==> src/rtl/floating_point_divider.sv <==
// Multi-cycle restoring floating-point divider, one quotient bit per cycle.
// FLOATING_POINT_DIVIDER_EARLY_OUT_EN: special cases skip DIVIDE/ROUND.
module floating_point_divider #(
  parameter int EXPONENT_WIDTH = 8,
  parameter int MANTISSA_WIDTH = 23,
  parameter bit ROUND_TO_NEAREST_TIES_TO_EVEN = 1
) (
  input  logic clk,
  input  logic rst,
  input  logic in_valid,
  output logic in_ready,
  input  logic [EXPONENT_WIDTH+MANTISSA_WIDTH:0] a,
  input  logic [EXPONENT_WIDTH+MANTISSA_WIDTH:0] b,
  output logic out_valid,
  input  logic out_ready,
  output logic [EXPONENT_WIDTH+MANTISSA_WIDTH:0] out,
  output logic underflow_flag,
  output logic overflow_flag,
  output logic invalid_operation_flag,
  output logic divide_by_zero_flag
);
  localparam int E = EXPONENT_WIDTH;
  localparam int M = MANTISSA_WIDTH;
  localparam int W = E + M + 1;
  localparam int XW = E + 2;
  localparam int CW = $clog2(M + 3);
  localparam logic signed [XW-1:0] BIAS = XW'(2 ** (E - 1) - 1);
  localparam logic signed [XW-1:0] EMAX = XW'(2 ** E - 1);
  localparam logic signed [XW-1:0] ONE = XW'(1);
  localparam logic [CW-1:0] LAST = CW'(M + 2);
  localparam logic [M-1:0] QNAN_MAN =
    (E == 4 && M == 3) ? {M{1'b1}} : M'(1) << (M - 1);
  localparam logic [W-1:0] QNAN = {1'b1, {E{1'b1}}, QNAN_MAN};

  typedef enum logic [1:0] {IDLE, DIVIDE, ROUND, DONE} state_t;

  state_t state_q, state_n;
  logic accept, finish, early;

  logic [E-1:0] ea, eb;
  logic [M-1:0] ma, mb;
  logic sgn;
  logic a_zero, a_inf, a_nan, a_snan;
  logic b_zero, b_inf, b_nan, b_snan;

  logic spc, spc_inv, spc_dbz;
  logic [W-1:0] spc_res;

  logic spc_q, spc_inv_q, spc_dbz_q, sign_q, phase_q;
  logic [W-1:0] spc_res_q;
  logic signed [XW-1:0] exp_q;
  logic [M+1:0] rem_q;
  logic [M:0] div_q;
  logic [M+2:0] quo_q;
  logic [CW-1:0] cnt_q;

  logic [M+1:0] dvs, diff;
  logic ge;
  logic [M-1:0] mant, mant_r;
  logic guard, rnd, sticky, lsb, inc, carry;
  logic signed [XW-1:0] exp_r;
  logic [W-1:0] fin_res;
  logic fin_uf, fin_of;

  assign ea = a[W-2:M];
  assign eb = b[W-2:M];
  assign ma = a[M-1:0];
  assign mb = b[M-1:0];
  assign sgn = a[W-1] ^ b[W-1];

  assign a_zero = (ea == '0);
  assign a_inf = (ea == '1) && (ma == '0);
  assign a_nan = (ea == '1) && (ma != '0);
  assign a_snan = a_nan && !ma[M-1];
  assign b_zero = (eb == '0);
  assign b_inf = (eb == '1) && (mb == '0);
  assign b_nan = (eb == '1) && (mb != '0);
  assign b_snan = b_nan && !mb[M-1];

  // Priority order matters: NaN beats 0/0 beats x/0 beats inf/x.
  always_comb begin
    spc = 1'b1;
    spc_inv = 1'b0;
    spc_dbz = 1'b0;
    spc_res = {sgn, {(W-1){1'b0}}};
    if (a_nan || b_nan) begin
      spc_res = QNAN;
      spc_inv = a_snan || b_snan;
    end else if ((a_zero && b_zero) || (a_inf && b_inf)) begin
      spc_res = QNAN;
      spc_inv = 1'b1;
    end else if (b_zero && !a_inf) begin
      spc_res = {sgn, {E{1'b1}}, {M{1'b0}}};
      spc_dbz = 1'b1;
    end else if (a_inf) begin
      spc_res = {sgn, {E{1'b1}}, {M{1'b0}}};
    end else if (!a_zero && !b_inf) begin
      spc = 1'b0;
    end
  end

`ifdef FLOATING_POINT_DIVIDER_EARLY_OUT_EN
  assign early = spc_q;
`else
  assign early = 1'b0;
`endif

  assign in_ready = (state_q == IDLE) && !rst;
  assign accept = in_valid && in_ready;
  assign finish = (state_q != DONE) && (state_n == DONE);

  always_ff @(posedge clk) begin
    if (rst) state_q <= IDLE;
    else state_q <= state_n;
  end

  always_comb begin
    state_n = state_q;
    unique case (state_q)
      IDLE: if (accept) state_n = DIVIDE;
      DIVIDE: begin
        if (early) state_n = DONE;
        else if (cnt_q == LAST) state_n = ROUND;
      end
      ROUND: if (phase_q) state_n = DONE;
      DONE: if (out_ready) state_n = IDLE;
      default: state_n = IDLE;
    endcase
  end

  assign dvs = {1'b0, div_q};
  assign ge = (rem_q >= dvs);
  assign diff = ge ? rem_q - dvs : rem_q;

  assign mant = quo_q[M+1:2];
  assign lsb = quo_q[2];
  assign guard = quo_q[1];
  assign rnd = quo_q[0];
  assign sticky = |rem_q;
  assign inc = ROUND_TO_NEAREST_TIES_TO_EVEN &&
               guard && (rnd || sticky || lsb);
  assign {carry, mant_r} = {1'b0, mant} + {{M{1'b0}}, inc};
  assign exp_r = carry ? exp_q + ONE : exp_q;

  always_comb begin
    fin_res = {sign_q, exp_r[E-1:0], mant_r};
    fin_uf = 1'b0;
    fin_of = 1'b0;
    if (exp_r >= EMAX) begin
      fin_res = {sign_q, {E{1'b1}}, {M{1'b0}}};
      fin_of = 1'b1;
    end else if (exp_r[XW-1] || exp_r == '0) begin
      fin_res = {sign_q, {(W-1){1'b0}}};
      fin_uf = 1'b1;
    end
    if (spc_q) begin
      fin_res = spc_res_q;
      fin_uf = 1'b0;
      fin_of = 1'b0;
    end
  end

  always_ff @(posedge clk) begin
    if (rst) begin
      out_valid <= 1'b0;
      out <= '0;
      underflow_flag <= 1'b0;
      overflow_flag <= 1'b0;
      invalid_operation_flag <= 1'b0;
      divide_by_zero_flag <= 1'b0;
    end else if (finish) begin
      out_valid <= 1'b1;
      out <= fin_res;
      underflow_flag <= fin_uf;
      overflow_flag <= fin_of;
      invalid_operation_flag <= spc_q && spc_inv_q;
      divide_by_zero_flag <= spc_q && spc_dbz_q;
    end else if (state_q == DONE && out_ready) begin
      out_valid <= 1'b0;
    end
  end

  always_ff @(posedge clk) begin
    if (accept) begin
      spc_q <= spc;
      spc_inv_q <= spc_inv;
      spc_dbz_q <= spc_dbz;
      spc_res_q <= spc_res;
      sign_q <= sgn;
      exp_q <= $signed({2'b00, ea}) - $signed({2'b00, eb}) + BIAS;
      rem_q <= {2'b01, ma};
      div_q <= {1'b1, mb};
      quo_q <= '0;
      cnt_q <= '0;
      phase_q <= 1'b0;
    end else if (state_q == DIVIDE) begin
      rem_q <= diff << 1;
      quo_q <= {quo_q[M+1:0], ge};
      cnt_q <= cnt_q + 1'b1;
    end else if (state_q == ROUND && !phase_q) begin
      // Quotient in [0.5,1): renormalise before rounding.
      phase_q <= 1'b1;
      if (!quo_q[M+2]) begin
        quo_q <= quo_q << 1;
        exp_q <= exp_q - ONE;
      end
    end
  end
endmodule

==> config.mk <==
export PLATFORM = sky130hd
export DESIGN_NAME = floating_point_divider
export DESIGN_NICKNAME = d
export VERILOG_FILES = /design/src/rtl/floating_point_divider.sv
export SDC_FILE = /design/constraint.sdc
export NUM_CORES = 1
export LEC_CHECK = 0
export CAP_MARGIN = 25
export CORE_MARGIN = 3
export CORE_UTILIZATION = 56
export CTS_CLUSTER_DIAMETER = 100
export DETAILED_ROUTE_END_ITERATION = 6
export PLACE_DENSITY = 0.92
export SLEW_MARGIN = 20
export SYNTH_ARGS = -nofsm -noshare
export SYNTH_HDL_FRONTEND = slang
export SYNTH_SLANG_ARGS = --single-unit
==> constraint.sdc <==
create_clock -name clk -period 3.26 [get_ports clk]
set_clock_uncertainty 0.15 [all_clocks]
set_input_delay 0.326 -clock clk [delete_from_list [all_inputs] [get_ports clk]]
set_output_delay 0.326 -clock clk [all_outputs]
set_load 0.005 [all_outputs]
* Word-level counts from Yosys, hierarchy flattened *
Index checks and enable logic that the tools add are counted.

storage, ports and cells
  register bits after elaboration = 165
  bits of input ports = 68
  output and inout port bits = 38
  logic and storage cells = 125

operators by class
  add/subtract/negate cells = 7
  magnitude comparators = 2
  eq/ne operators = 11
  mux-type cells = 32
  bitwise gates (word level) = 2
  reductions and logical operators = 50

operators by type and width
  cell                                                                     number
  31-bit 2-to-1 mux                                                        3
  26-bit 2-to-1 mux                                                        3
  23-bit 2-to-1 mux                                                        3
  10-bit 2-to-1 mux                                                        5
  23-bit zero test                                                         2
  23-bit nonzero test                                                      2
  32-bit 2-to-1 mux                                                        1
  25-bit by 24-bit >= comparator with 1-bit output                         1
  25-bit OR reduction                                                      1
  23-bit by 1-bit adder with 24-bit output                                 1
  24-bit 2-to-1 mux                                                        1
  24-bit subtractor                                                        1
  1-bit logical AND                                                        18
  8-bit == test (second input constant)                                    2
  8-bit zero test                                                          2
  1-bit 2-to-1 mux                                                         11
  10-bit by 2-bit adder with 10-bit output (second input constant)         1
  9-bit by 8-bit adder with 10-bit output (second input constant)          1
  10-bit by 9-bit >= comparator with 1-bit output (second input constant)  1
  10-bit zero test                                                         1
  10-bit by 2-bit subtractor with 10-bit output (second input constant)    1
  8-bit by 8-bit subtractor with 9-bit output                              1
  2-bit 2-to-1 mux                                                         4
  2-bit one-hot mux with 4 select lines                                    1
  other kinds (17)                                                         36

* Longest topological paths before layout *
Gate-level depths: netlist of run 1.

  depth after elaboration = 11
  depth in mapped cells = 13
  mapped depth without buffers = 12

* Least setup slack after synthesis of run 1 *
OpenSTA, ideal clock, no wires.

  path kind = reg2reg
  from = register rem_q[10]
  to = register rem_q[12] (data pin)
  setup time = 0.255 ns
  data arrival time = 2.574 ns
  data required time = 2.855 ns
  setup slack = 0.281 ns
  stages on the path, launching flop included = 11
  path buffers = 2
  period minus slack after synthesis = 2.979 ns
  cell sequence = edfxtp_1 ha_1 a211o_1 a21oi_2 nor3_1 o21a_1 a2111oi_4 o21ai_1 buf_2 buf_2 a31o_1

on the way
  longest elaborated chain between the ends = 4
  elaborated cells between the ends (all ways) = 5
  those cells by class = add/sub (1); order compare (1); mux (3)

ends and longest elaborated chain
  item                                                                                   RTL line  text
  start, declared                                                                        52        logic [M+1:0] rem_q;
  start signal, assigned                                                                 191       rem_q <= {2'b01, ma};
  start signal, assigned                                                                 197       rem_q <= diff << 1;
  24-bit subtractor or 25-bit by 24-bit >= comparator with 1-bit output (tied branches)  133, 132
  24-bit 2-to-1 mux *                                                                    133       assign diff = ge ? rem_q - dvs : rem_q;
  23-bit 2-to-1 mux *                                                                    196       end else if (state_q == DIVIDE) begin
  23-bit 2-to-1 mux *                                                                    184       if (accept) begin

Every way passes the cells marked *; elsewhere a longest branch is shown, timed or not. The select of a mux whose other input is x is not followed.
A chain may end at the register's enable or synchronous reset.

* Worst setup path in the final report of run 1 *
  from = register rem_q[9]
  to = register rem_q[19] (data pin)

The elaborated chain is that of the path after synthesis.

==> results of run 1 <==
## layer usage
layer	wire length [µm]	global-route usage, %	vias up	share of wire (%)
li1	-	-	3670	-
met1	9000	33.1	3608	42
met2	10200	43.8	358	48
met3	1650	5.89	43	7.7
met4	468	9.53	0	2.2
met5	0	0	-	0
## registers in the layout, indices dropped and copies added (netlist names), 2 cells and up
register   count
cnt_q          5
div_q         23
exp_q         10
out           32
quo_q         26
rem_q         25
spc_res_q      3
state_q        2
## repair_timing
item,in CTS,in global routing
setup endpoints to repair,0,2
hold endpoints to repair,0,0
gates resized for setup,0,1
## kinds of logic after synthesis
family,after synthesis,share of synthesized area [%]
and+or+nand+nor,412,23.9
adders and majority gates,39,6.09
muxes,11,1.36
AOI/OAI and AO/OA,206,16.2
DFF,136,40.6
buffers and inverters,92,4.36
xor gates and xnor gates,70,7.51
## area by class of cell
class	instances	area, µm²	share of cell area [%]
repair buffers	135	1340	13.1
flip-flops and latches	136	3350	32.8
well taps	180	225	2.20
clock buffers	19	464	4.54
multi-input cells	738	4560	44.6
clock inverters	13	116	1.14
inverters	47	176	1.72
## synthesized netlist by cell type (all sizes together), types with 7 or more instances
master    n  share of area [%]
nand2   168                7.6
nor2     88                4.0
dfxtp    73                 18
edfxtp   63                 23
o21ai    53                3.2
a21oi    51                3.1
inv      47                2.1
ha       37                5.6
xnor2    36                3.9
xor2     34                3.6
clkbuf   28                1.3
nor3     27                1.8
nand4    25                2.1
nor4     24                1.8
nand3    21                1.3
a31oi    19                1.4
a211oi   18                1.8
buf      17               0.95
o21a     14                1.3
nand2b   12                1.0
a21o     10               0.91
mux2i     9                1.1
and2      7               0.53
## power by group through the flow
stage	Clock [W]	Combinational (W)	Sequential (W)
3_3_place_gp	0	0.00244	0.00234
2_1_floorplan	0	0.00183	0.00227
5_1_grt	0.00198	0.00288	0.00235
3_5_place_dp	0	0.00253	0.00234
4_1_cts	0.00191	0.00257	0.00231
6_report	0.00190	0.00264	0.00233
## worst max-delay path by stage
| stage | start | slack (ns) | to | cells past startpoint |
|---|---|---|---|---|
| final | rem_q[9] | 0.18 | rem_q[19] | 9 |
| after global routing | rem_q[6] | 0.07 | rem_q[18] | 9 |
| after CTS | rem_q[10] | 0.24 | rem_q[17] | 10 |
| after detailed placement | b[23] | -0.08 | exp_q[7] | 11 |
| after global placement | b[23] | -0.02 | exp_q[9] | 11 |
| after floorplan | rem_q[10] | 0.28 | rem_q[12] | 10 |
## worst reg2reg max path, stage by stage, from the launching register on
cell and delay (ns):
edfxtp_1 0.44, ha_1 0.44, a211oi_1 0.29, o21bai_1 0.14
o31a_1 0.27, a211o_1 0.27, a21boi_0 0.48, xnor2_1 0.14
nand2_1 0.10, a31oi_1 0.08
## metrics by stage
| stage | area, µm² | total power, W | instances |
|---|---|---|---|
| finish | 10200 | 0.00686 | 1268 |
| global route | 10200 | 0.00721 | 1268 |
| CTS | 10200 | 0.00680 | 1268 |
| detailed placement | 9650 | 0.00488 | 1236 |
| global placement | 9650 | 0.00478 | 1236 |
| floorplan | 8270 | 0.00409 | 966 |
==> results.cfg, run 1 <==
[routing]
wl_um = 21300
drc = 0
vias_per_cell = 6.06
dr_total_vias = 7679
dr.first_iter.drc_count = 636
wl_per_cell_um = 16.8
dr.pass1.iters = 5
ant_nets = 0

[hold_path]
holdCritPathClass = flip-flop to flip-flop
whs_endpoint = out[11]
hold_depth = 2
hp-start = out[11]

[clock_network]
cts_tree = yes
cts_max_level = 4
postCtsSetupBuffers = 0
clock_sinks = 136
postCtsHoldBufs = 0
root_buffer = clkbuf_16
clock_latency_ns = 0.43
clkTransAtPathRegs_ns = 0.06
clock_path_buffers = 2
cts_buffers = 17

[setup_path]
reg2reg_depth = 9
cp-start-kind = flip-flop
critPathSlowestCell = a21boi_0
cp_cell_sequence = ha_1 -> a211oi_1 -> o21bai_1 -> o31a_1 -> a211o_1 -> a21boi_0 -> xnor2_1 -> nand2_1 -> a31oi_1
worstSetupEndpointType = flip-flop
cp_max_fo = 7
crit_path_max_incr_delay_ns = 0.48
timing.rr.end = rem_q[19]
criticalPathCategory = flip-flop to flip-flop
rr_startpoint = rem_q[9]
required_ns = 3.26
arrival_ns = 3.08
crit_buf_inv = 0
regToRegSetupSlack_ns = 0.18
critical-path-top-delay-family = compound AO/OA/AOI/OAI gates

[placement]
place.port_buffers = 105
gp_congestion = 0.941
hpwl_um = 15200
place_ws_ns = -0.0804

[floorplan]
io_pins = 106
initial_utilization_pct = 58.4
fp.dieArea_um2 = 16300
die_x_um = 127
rows = 43
fp.dieH_um = 127
core_um2 = 14100

[timing]
setup-violations-final = 0
fin_crit_sh_pct = 94.3
setup_ws_ns = 0.184
min_period_ns = 3.08
worstMarginPinSlew_ns = 0.867
hold_violations = 0
setup_tns_ns = 0
rsz0062_at_grt = false
hold_ws_ns = 0.290
fmax_ghz = 0.325
maxSlewViolCount = 0
slew_headroom_pct = 42.2

[synthesis]
synth_area_um2 = 8270
seq_area_frac_synth_pct = 40.6
ys_ff_latch = 136
async_flop_share_pct = 0
synth_edf_count = 63
yosys_warnings = 0
postSynthNetCount = 1073
synth_cell_types = 72
synth_area_per_cell_um2 = 8.56
synth-main-ff-cell = dfxtp_1
syn_inst = 966

[final_layout]
final_layout_size_suffix_gt1_share_pct = 7.81
nets = 1182
layout_commonest_cell = nand2_1
final_cell_mix = nand2_1 (168), clkdlybuf4s50_1 (105), nor2_1 (86)
syn_to_final_growth_pct = 23.8
diodes = 0
fill_cells = 1039
fin_util_pct = 72.3

[flow_run]
max_cap_viol_count = 0

[pwr]
peakVddDrop_uv = 406
powerDensity_nw_per_um2 = 670
p_clk_share_pct = 27.7
p_seq_share_pct = 33.9
p_int_w = 0.00441
p_sw_w = 0.00245
sw_frac_of_total_pct = 35.7
p_comb_share_pct = 38.4
power.leakage_nw = 3.83

[status]
outcome = completed

[grt]
antenna_found_initial = 0
track_usage_pct = 26.1
grt_pass1_vias = 7319
overflow = 0
grt_pass1_wl_um = 34400
grt_max_degree = 60
No activity file was read; power rests on OpenSTA's default activity.
==> run 2: changes to the inputs <==
--- a/config.mk
+++ b/config.mk
@@ -10,6 +10,7 @@
 export CORE_UTILIZATION = 56
 export CTS_CLUSTER_DIAMETER = 100
 export DETAILED_ROUTE_END_ITERATION = 6
+export MAX_ROUTING_LAYER = met4
 export PLACE_DENSITY = 0.92
 export SLEW_MARGIN = 20
 export SYNTH_ARGS = -nofsm -noshare
==> results.cfg, run 2 (synthesis results as in run 1) <==
[status]
outcome = completed

[final_layout]
nets = 1184
final_layout_size_suffix_gt1_share_pct = 7.80
design_area_um2 = 10200
reg_top3 = out x32, quo_q x26, rem_q x25
instances_no_fill = 1270
fin_util_pct = 72.4
final_cell_mix = nand2_1 (168), clkdlybuf4s50_1 (105), nor2_1 (87)
top_register = out
layout_commonest_cell = nand2_1
largest_reg_flops = 32
diodes = 0
syn_to_final_growth_pct = 24.0

[setup_path]
cp-start-kind = flip-flop
critical-path-top-delay-family = compound AO/OA/AOI/OAI gates
cp_cell_sequence = ha_1 -> and3_1 -> and3_1 -> o21ai_0 -> nand2_1 -> buf_4 -> a21boi_0 -> mux2i_1 -> o21ai_0 -> a31oi_1
required_ns = 3.28
crit_path_max_incr_delay_ns = 0.54
critPathSlowestCell = a21boi_0
criticalPathCategory = flip-flop to flip-flop
cp_max_fo = 7
crit_buf_inv = 1
arrival_ns = 3.10
worstSetupEndpointType = flip-flop

[timing]
maxSlewViolCount = 0
setup-violations-final = 0
setup_tns_ns = 0
fin_crit_sh_pct = 94.7
fmax_ghz = 0.324
rsz0062_at_grt = false
hold_violations = 0
slew_headroom_pct = 42.0
min_period_ns = 3.09
worstMarginPinSlew_ns = 0.870

[routing]
dr_total_vias = 7575
drc = 0
vias_per_cell = 5.96
wl_per_cell_um = 16.6
dr.first_iter.drc_count = 682
wl_um = 21100
dr.pass1.iters = 5
ant_nets = 0

[floorplan]
initial_utilization_pct = 58.4
die_x_um = 127
fp.dieH_um = 127
rows = 43
core_um2 = 14100
fp.dieArea_um2 = 16300
io_pins = 106

[grt]
grt_pass1_wl_um = 33900
track_usage_pct = 26.7
grt_pass1_vias = 7071
overflow = 0
antenna_found_initial = 0
grt_max_degree = 60

[clock_network]
cts_buffers = 17
clock_latency_ns = 0.43
cts_max_level = 4
cts_tree = yes
postCtsHoldBufs = 0
clkTransAtPathRegs_ns = 0.06
clock_sinks = 136
cts_resized = 0
root_buffer = clkbuf_16
postCtsSetupBuffers = 0
clock_path_buffers = 2

[pwr]
power.leakage_nw = 3.84
powerDensity_nw_per_um2 = 666
peakVddDrop_uv = 469

[placement]
place_inst = 1238
place.port_buffers = 105
hpwl_um = 15400
gp_congestion = 0.946
placed_area_um2 = 9680

[hold_path]
holdCritPathClass = flip-flop to flip-flop

[flow_run]
max_cap_viol_count = 0
-- run 2: per-layer routing --
metal | up-vias | wire length [µm] | share of wire, % | global-route usage (%)
met5 | - | 0 | 0 | -
met4 | 0 | 463 | 2.2 | 8.83
met3 | 42 | 1410 | 6.7 | 5.35
met2 | 325 | 10100 | 48 | 42.9
met1 | 3529 | 9070 | 43 | 34.0
li1 | 3679 | - | - | -
-- run 2: where the power goes --
| part | total [W] | leakage (nW) | internal, W | switching, W |
|---|---|---|---|---|
| Combinational | 0.00263 | 2.37 | 0.00120 | 0.00144 |
| Clock | 0.00187 | 0.282 | 0.00110 | 0.000767 |
| Sequential | 0.00232 | 1.19 | 0.00210 | 0.000225 |
-- run 2: area by class of cell --
cell class | count | area [µm²]
Fill cell | 1027 | 3900
Clock inverter | 13 | 116
Inverter | 47 | 176
Clock buffer | 19 | 454
Timing Repair Buffer | 137 | 1370
Tap cell | 180 | 225
Multi-Input combinational cell | 738 | 4560
Sequential cell | 136 | 3350
-- run 2: path summary, 6_finish.rpt --
check | start | slack (ns) | endpoint | cells after the start
setup / recovery | rem_q[6] | 0.17 | rem_q[18] | 10
hold / removal | out[9] | 0.30 | out[9] | 2
hold reg to reg | out[9] | 0.30 | out[9] | 2
setup reg to reg | rem_q[6] | 0.17 | rem_q[18] | 10
-- run 2: tightest hold or removal path, stage by stage (launching register included) --
cell     delay (ns)
dfxtp_1        0.30
nand2_1        0.05
o21ai_1        0.05
-- run 2: metrics by stage --
stage / setup slack, ns / hold WS [ns] / power [W]
2_1_floorplan: 0.281 / 0.275 / 0.00409
3_3_place_gp: -0.0462 / 0.282 / 0.00479
3_5_place_dp: -0.108 / 0.289 / 0.00488
4_1_cts: 0.217 / 0.297 / 0.00676
5_1_grt: 0.0319 / 0.327 / 0.00718
6_report: 0.174 / 0.296 / 0.00682
==> run 3: changes to the inputs <==
--- a/config.mk
+++ b/config.mk
@@ -7,11 +7,11 @@
 export LEC_CHECK = 0
 export CAP_MARGIN = 25
 export CORE_MARGIN = 3
-export CORE_UTILIZATION = 56
+export CORE_UTILIZATION = 61
 export CTS_CLUSTER_DIAMETER = 100
 export DETAILED_ROUTE_END_ITERATION = 6
 export MAX_ROUTING_LAYER = met4
-export PLACE_DENSITY = 0.92
+export PLACE_DENSITY = 0.95
 export SLEW_MARGIN = 20
 export SYNTH_ARGS = -nofsm -noshare
 export SYNTH_HDL_FRONTEND = slang
==> constraint.sdc (replaced) <==
create_clock -name clk -period 3.59 [get_ports clk]
set_clock_uncertainty 0.15 [all_clocks]
set_input_delay 0.359 -clock clk [delete_from_list [all_inputs] [get_ports clk]]
set_output_delay 0.359 -clock clk [all_outputs]
set_load 0.005 [all_outputs]
==> results.cfg, run 3 (synthesis results as in run 1) <==
[status]
outcome = completed

[clock_network]
clock_sinks = 136
postCtsSetupBuffers = 0
cts_max_level = 4
cts_resized = 0
cts_buffers = 17
clock_path_buffers = 2
postCtsHoldBufs = 0
clock_latency_ns = 0.44
cts_tree = yes
root_buffer = clkbuf_16
clkTransAtPathRegs_ns = 0.06

[final_layout]
top_register = out
fill_cells = 859
fin_util_pct = 78.0
layout_commonest_cell = nand2_1
reg_top3 = out x32, quo_q x26, rem_q x25
syn_to_final_growth_pct = 22.1
final_layout_size_suffix_gt1_share_pct = 6.42
final_cell_mix = nand2_1 (167), clkdlybuf4s50_1 (105), nor2_1 (88)
nets = 1168
largest_reg_flops = 32
diodes = 0

[timing]
setup_tns_ns = 0
fin_crit_sh_pct = 92.7
fmax_ghz = 0.300
slew_headroom_pct = 44.0
worstMarginPinSlew_ns = 0.841
min_period_ns = 3.33
hold_violations = 0
maxSlewViolCount = 0
rsz0062_at_grt = false
setup-violations-final = 0

[flow_run]
max_cap_viol_count = 0

[placement]
gp_congestion = 0.932
place.port_buffers = 105
hpwl_um = 15100

[hold_path]
holdCritPathClass = flip-flop to flip-flop

[floorplan]
rows = 41
initial_utilization_pct = 63.9
core_um2 = 12900
io_pins = 106
fp.dieArea_um2 = 15000
fp.dieH_um = 122
die_x_um = 122

[setup_path]
worstSetupEndpointType = flip-flop
arrival_ns = 3.45
cp_max_fo = 12
required_ns = 3.71
criticalPathCategory = flip-flop to flip-flop
cp-start-kind = flip-flop

[pwr]
p_sw_w = 0.00217
p_comb_share_pct = 36.3
powerDensity_nw_per_um2 = 608
sw_frac_of_total_pct = 35.4
power.leakage_nw = 3.73
peakVddDrop_uv = 496
p_int_w = 0.00397
p_clk_share_pct = 29.2
p_seq_share_pct = 34.5

[routing]
dr.first_iter.drc_count = 730
wl_um = 20900
wl_per_cell_um = 16.8
dr_total_vias = 7669
drc = 0
vias_per_cell = 6.15
ant_nets = 0
dr.pass1.iters = 5

[grt]
grt_max_degree = 44
track_usage_pct = 29.3
grt_pass1_vias = 7306
overflow = 0
antenna_found_initial = 0
grt_pass1_wl_um = 34000
run 3: per-stage QoR:
stage,setup slack (ns),cell area [µm²],hold WS [ns],power (W),instances
3_3_place_gp,0.131,9490,0.282,0.00419,1214
3_5_place_dp,0.0501,9490,0.287,0.00427,1214
6_report,0.260,10100,0.293,0.00614,1246
2_1_floorplan,0.611,8270,0.292,0.00372,966
4_1_cts,0.308,10100,0.296,0.00608,1246
5_1_grt,0.120,10100,0.325,0.00644,1246
run 3: critical path, stage by stage (launching register included):
cell,delay (ns)
edfxtp_1,0.45
ha_1,0.44
a211o_1,0.34
a21oi_2,0.22
nor3_1,0.07
o21a_1,0.24
a2111oi_4,0.42
o21a_2,0.38
buf_4,0.20
nand2_1,0.06
a31oi_1,0.19
run 3: worst paths after layout:
kind	from	end	slack, ns	cells after the start
worst max-delay path	rem_q[10]	rem_q[19]	0.26	10
worst min-delay path	out[12]	out[12]	0.29	2
worst max register to register	rem_q[10]	rem_q[19]	0.26	10
worst min register to register	out[12]	out[12]	0.29	2
run 3: layer usage:
| metal | vias to the layer above | wire length, µm | global-route usage [%] |
|---|---|---|---|
| met5 | - | 0 | - |
| met3 | 62 | 1850 | 5.71 |
| li1 | 3645 | - | - |
| met4 | 0 | 590 | 11.1 |
| met1 | 3539 | 8670 | 36.8 |
| met2 | 423 | 9800 | 47.1 |
run 3: area by class of cell:
cell class                      count  area, µm²  share of cell area [%]
Clock buffer                       18        429                    4.25
Clock inverter                     14        174                    1.72
Inverter                           47        176                    1.75
Multi-Input combinational cell    738       4560                    45.2
Sequential cell                   136       3350                    33.2
Tap cell                          172        215                    2.13
Timing Repair Buffer              121       1180                    11.7
run 3: power by group through the flow:
stage	clock, W	sequential [W]	combinational [W]
2_1_floorplan	0	0.00206	0.00166
3_3_place_gp	0	0.00213	0.00206
3_5_place_dp	0	0.00214	0.00214
4_1_cts	0.00180	0.00211	0.00218
5_1_grt	0.00185	0.00214	0.00245
6_report	0.00179	0.00212	0.00223
